===== src/rtl/wishbone_cmd_master.sv =====
// Wishbone classic single-transfer initiator.
// Turns a valid/ready command stream into one bus cycle at a time. Each cycle
// ends with either the slave's ACK or a timeout abort. The result is returned
// on a valid/ready response stream.
//
// Handshake rule, for both the command and the response streams: a beat
// transfers on a rising edge where valid and ready are both high. While valid
// is high, the payload is held stable until that edge.
module wishbone_cmd_master #(
    parameter int ADR_W   = 32,
    parameter int TIMEOUT = 64,
    parameter int TO_W    = 8
) (
    input  logic             wb_clk_i,
    input  logic             wb_rst_n_i,
    // command stream
    input  logic             cmd_valid_i,
    output logic             cmd_ready_o,
    input  logic             cmd_we_i,
    input  logic [3:0]       cmd_sel_i,
    input  logic [ADR_W-1:0] cmd_adr_i,
    input  logic [31:0]      cmd_dat_i,
    // response stream
    output logic             rsp_valid_o,
    input  logic             rsp_ready_i,
    output logic [31:0]      rsp_dat_o,
    output logic             rsp_err_o,
    // wishbone master port
    output logic             wbm_cyc_o,
    output logic             wbm_stb_o,
    output logic             wbm_we_o,
    output logic [3:0]       wbm_sel_o,
    output logic [ADR_W-1:0] wbm_adr_o,
    output logic [31:0]      wbm_dat_o,
    input  logic             wbm_ack_i,
    input  logic [31:0]      wbm_dat_i,
    // debug view of the FSM state (0 IDLE, 1 BUS, 2 RESP)
    output logic [1:0]       dbg_state_o
);

    typedef enum logic [1:0] {
        IDLE = 2'd0,
        BUS  = 2'd1,
        RESP = 2'd2
    } state_t;

    // Counter value at which an un-acked strobe is abandoned.
    localparam logic [TO_W-1:0] TO_LAST = TO_W'((TIMEOUT > 0) ? TIMEOUT - 1 : 0);

    state_t             state_q, state_d;
    logic [TO_W-1:0]    cnt_q, cnt_d;
    logic               ready_q, ready_d;
    logic               cyc_q, cyc_d;
    logic               we_q, we_d;
    logic [3:0]         sel_q, sel_d;
    logic [ADR_W-1:0]   adr_q, adr_d;
    logic [31:0]        dat_q, dat_d;
    logic               rsp_valid_q, rsp_valid_d;
    logic [31:0]        rsp_dat_q, rsp_dat_d;
    logic               rsp_err_q, rsp_err_d;

    // State and output registers; reset forces every output low at once.
    always_ff @(posedge wb_clk_i or negedge wb_rst_n_i) begin
        if (!wb_rst_n_i) begin
            state_q     <= IDLE;
            cnt_q       <= '0;
            ready_q     <= 1'b0;
            cyc_q       <= 1'b0;
            we_q        <= 1'b0;
            sel_q       <= '0;
            adr_q       <= '0;
            dat_q       <= '0;
            rsp_valid_q <= 1'b0;
            rsp_dat_q   <= '0;
            rsp_err_q   <= 1'b0;
        end else begin
            state_q     <= state_d;
            cnt_q       <= cnt_d;
            ready_q     <= ready_d;
            cyc_q       <= cyc_d;
            we_q        <= we_d;
            sel_q       <= sel_d;
            adr_q       <= adr_d;
            dat_q       <= dat_d;
            rsp_valid_q <= rsp_valid_d;
            rsp_dat_q   <= rsp_dat_d;
            rsp_err_q   <= rsp_err_d;
        end
    end

    // Next-state logic: accept in IDLE, wait for ACK or timeout in BUS, hand off in RESP.
    always_comb begin
        state_d     = state_q;
        cnt_d       = cnt_q;
        ready_d     = ready_q;
        cyc_d       = cyc_q;
        we_d        = we_q;
        sel_d       = sel_q;
        adr_d       = adr_q;
        dat_d       = dat_q;
        rsp_valid_d = rsp_valid_q;
        rsp_dat_d   = rsp_dat_q;
        rsp_err_d   = rsp_err_q;

        case (state_q)
            IDLE: begin
                // ready rises on the first edge after reset release
                ready_d = 1'b1;
                if (cmd_valid_i && ready_q) begin
                    we_d    = cmd_we_i;
                    sel_d   = cmd_sel_i;
                    adr_d   = cmd_adr_i;
                    dat_d   = cmd_we_i ? cmd_dat_i : 32'h0;
                    cyc_d   = 1'b1;
                    cnt_d   = '0;
                    ready_d = 1'b0;
                    state_d = BUS;
                end
            end
            BUS: begin
                ready_d = 1'b0;
                if (wbm_ack_i) begin
                    // ACK takes priority over a timeout on the same edge
                    cyc_d       = 1'b0;
                    rsp_dat_d   = we_q ? 32'h0 : wbm_dat_i;
                    rsp_err_d   = 1'b0;
                    rsp_valid_d = 1'b1;
                    state_d     = RESP;
                end else begin
                    if (cnt_q != '1) begin
                        cnt_d = cnt_q + 1'b1;
                    end
                    if ((TIMEOUT != 0) && (cnt_q == TO_LAST)) begin
                        cyc_d       = 1'b0;
                        rsp_dat_d   = 32'h0;
                        rsp_err_d   = 1'b1;
                        rsp_valid_d = 1'b1;
                        state_d     = RESP;
                    end
                end
            end
            RESP: begin
                ready_d = 1'b0;
                if (rsp_valid_q && rsp_ready_i) begin
                    // ready is back next cycle; no same-cycle command bypass
                    rsp_valid_d = 1'b0;
                    ready_d     = 1'b1;
                    state_d     = IDLE;
                end
            end
            default: begin
                state_d = IDLE;
            end
        endcase
    end

    assign cmd_ready_o = ready_q;
    assign rsp_valid_o = rsp_valid_q;
    assign rsp_dat_o   = rsp_dat_q;
    assign rsp_err_o   = rsp_err_q;
    assign wbm_cyc_o   = cyc_q;
    assign wbm_stb_o   = cyc_q;
    assign wbm_we_o    = we_q;
    assign wbm_sel_o   = sel_q;
    assign wbm_adr_o   = adr_q;
    assign wbm_dat_o   = dat_q;
    assign dbg_state_o = state_q;

endmodule


===== config.mk =====
export PLATFORM = sky130hd
export DESIGN_NAME = wishbone_cmd_master
export DESIGN_NICKNAME = d
export VERILOG_FILES = /design/src/rtl/wishbone_cmd_master.sv
export SDC_FILE = /design/constraint.sdc
export NUM_CORES = 1
export LEC_CHECK = 0
export ABC_AREA = 1
export BUFFER_PORTS_ARGS = -buffer_cell sky130_fd_sc_hd__buf_2
export CAP_MARGIN = 20
export CORE_ASPECT_RATIO = 1.75
export CORE_UTILIZATION = 50
export CTS_BUF_LIST = sky130_fd_sc_hd__clkbuf_4
export DETAILED_ROUTE_END_ITERATION = 6
export PLACE_DENSITY_LB_ADDON = 0.25
export RECOVER_POWER = 50
export SLEW_MARGIN = 30
export SYNTH_ARGS = -nofsm -noshare
export SYNTH_HDL_FRONTEND = slang
export SYNTH_SLANG_ARGS = --single-unit

===== constraint.sdc =====
create_clock -name wb_clk_i -period 4.6 [get_ports wb_clk_i]
set_input_delay 0.92 -clock wb_clk_i [delete_from_list [all_inputs] [get_ports wb_clk_i]]
set_output_delay 0.92 -clock wb_clk_i [all_outputs]
set_load 0.05 [all_outputs]

==> reports/qor.txt <==
TritonCTS buffer count - 17
clk sinks - 115
FFs w/ async S/R, synth - 100%
Worst setup EP type - asynchronous set/reset pin
Power Density - 839 mW/mm²
PnR worst setup slack - 1.95 ns
Longest Clk Path Bufs - 2
cell family with most CP delay - buffers and inverters
Post-Syn Area per Cell - 8.73 µm²
Final Setup Violations - 0
crit-path cells - clkbuf_1 > clkbuf_2
yosys warns - 0
metal3 WL - 768 µm
WL met1 - 4.60 mm
Max-cap violations - 0
Die X - 76.7 µm
I/O pin total - 214
Clock Latency Late Sink - 0.49 ns
post-synth top area share - 58.9%
Seq pwr share - 32.1%
Tmin final - 2.65 ns
Critical Path Sink - rsp_dat_o[29]
vias post-DR - 4,394
post-cts sizing count - 0
Leakage - 3.71 nW
Slowest-stage cell, CP - clkbuf_2
worst slack, placed - 2.30 ns
DRT iter0 DRCs - 154
worst reg2reg setup slack - 2.08 ns
ANT nets after route - 0
Routed met2 length - 6.31 mm
Area contributors post-synth - dfrtp_1 (59%), nand2_1 (22%), nand3_1 (6.9%)
clock power share - 14.2%
crit-path max FO - 50
Least-Margin Pin Slew - 1.42 ns
Synth Register Bits - 115
Cell Area, Synth - 0.00489 mm²
clock tree from TritonCTS - yes
area leader, netlist - dfrtp_1
Post-CTS Setup Bufs - 0
count of filler cells inserted in the layout - 806
Comb pwr share - 53.6%
Final #Nets - 877
initial antenna violation count - 1
Slew HR - 5.62%
largest net degree at the start of global routing - 71
Max VDD drop - 0.530 mV
Hold Path Class - reg2reg
drt pass-1 iters - 4
Root Buffer - clkbuf_4
detailed-route DRC error count - 0
most frequent cells after synthesis - nand2_1 (285), dfrtp_1 (115), nand3_1 (67)
RSZ-0062 raised after global routing - false
hold_buf cts - 0
gr usage total - 24.5%
Starting Density - 51.6%
setup tns final - 0 ns
DR top layer - met4
WP data arrival - 3.06 ns
crit path buf inv count - 2
Primary FF master, synth - dfrtp_1
Reg-to-Reg End - rsp_dat_o[28]
Final GP Congestion - 0.877
post-synth net total - 672
dpl hpwl - 8.53 mm
reg2reg start - dbg_state_o[1]
register area share after synthesis - 58.9%
Cell Rows - 47
number of flops mapped to enable cells by yosys - 0
crit share post-route - 57.6%
Synth cell types - 30
CP Class - in2async
most common cell in the synthesized netlist - nand2_1
Sw Share - 54.8%
FF-to-FF path depth - 5
CP required - 5.01 ns
fin. max-slew vios - 0
vias in the first global route - 4,428
clock slew at reported path FFs - 0.11 ns
skew final - 0.0257 ns
DR vias/cell - 4.88
global-route wire length before repair - 19.7 mm
WL final - 11.9 mm
crit path from - wb_rst_n_i
Core Footprint - 0.00947 mm²
die area - 0.0102 mm²
Max Freq - 0.377 GHz
Hold Vio Cnt, Final - 0
Syn Inst Count - 560
Setup crit start kind - input pin
status - complete, no violations
IO Port Bufs - 213
synth-to-layout area growth - 27.1%
total grt overflow - 0
layout cells sized above 1 - 33.8%
die height - 133 µm
Crit path depth - 2
CTS H-tree depth - 4
Pint - 2.36 mW
routed len/inst - 13.2 µm
CP peak stage delay - 1.09 ns
Switch Pwr - 2.86 mW
-- how the worst min path moves through the flow --
stage | startpoint | to | slack, ns | cells past startpoint
after floorplan | cnt_q[1] | cnt_q[1] | 0.48 | 2
after global placement | wbm_adr_o[4] | wbm_adr_o[4] | 0.45 | 2
after detailed placement | wbm_adr_o[27] | wbm_adr_o[27] | 0.45 | 2
after CTS | wb_rst_n_i | wbm_adr_o[31] | 0.27 | 1
after global routing | wbm_adr_o[20] | wbm_adr_o[20] | 0.49 | 2
final | wbm_adr_o[12] | wbm_adr_o[12] | 0.48 | 2
-- flip-flops by register name, indices dropped and copies added, names as in the netlist --
register     count
cmd_ready_o      1
cnt_q            8
dbg_state_o      2
rsp_dat_o       32
rsp_err_o        1
rsp_valid_o      1
wbm_adr_o       32
wbm_cyc_o        1
wbm_dat_o       32
wbm_sel_o        4
wbm_we_o         1
-- metal layers --
metal / global-route usage (%) / vias up
met1: 27.2 / 2042
met5: 0 / -
met4: 9.62 / 0
met2: 42.8 / 180
li1: - / 2158
met3: 7.93 / 14
-- power by group through the flow --
stage / combinational (mW) / clock (mW) / sequential (mW)
final: 2.80 / 0.743 / 1.68
after global routing: 2.98 / 0.805 / 1.72
after CTS: 2.83 / 0.764 / 1.68
after detailed placement: 2.83 / 0 / 1.69
after global placement: 2.78 / 0 / 1.67
after floorplan: 0.738 / 0 / 3.12
-- cells in the final DEF (no fill, tap or decap), drive strengths merged, types with 2 or more instances in the layout --
master    netlist  final
buf            20    214
bufinv          0      2
clkbuf         10     20
dfrtp         115    115
nor2           14     14
clkinvlp        0      2
clkinv          0      7
ha              6      6
inv            19     22
o21ai           8      8
nand2         288    288
a21oi           2      2
nand3          73     73
-- stage by stage --
| step | utilization, % | power [mW] | instance area, µm² | hold WS [ns] | cells |
|---|---|---|---|---|---|
| detailed placement | 62.9 | 4.52 | 5950 | 0.453 | 868 |
| global placement | 62.8 | 4.45 | 5940 | 0.450 | 868 |
| finish | 65.6 | 5.22 | 6210 | 0.478 | 901 |
| floorplan | - | 3.85 | 4890 | 0.482 | 560 |
| CTS | 65.9 | 5.27 | 6240 | 0.271 | 900 |
| global route | 65.6 | 5.51 | 6210 | 0.493 | 901 |
-- layout make-up --
cell class / instances / area [µm²] / share of cell area, %
clock buffer: 18 / 135 / 2.17
multi-input combinational: 396 / 1730 / 27.9
tap: 122 / 153 / 2.46
timing repair buffer: 216 / 1080 / 17.5
inverter: 19 / 73.8 / 1.19
clock inverter: 14 / 155 / 2.50
antenna: 1 / 2.50 / 0.0403
sequential: 115 / 2880 / 46.3
-- logic make-up (layout without fill, tap and decap cells) --
kind of cell               after synthesis  in the layout  share of synthesized area, %
AOI/OAI and AO/OA                       12             12                          1.56
xor gates and xnor gates                 2              2                         0.358
adders and majority gates                6              6                          1.54
buffers and inverters                   49            267                          5.32
DFF                                    115            115                          58.9
muxes                                    1              1                         0.205
other                                    0              1                             0
and+or+nand+nor                        375            375                          32.1
Note: power is estimated with default switching activity, not from simulation.
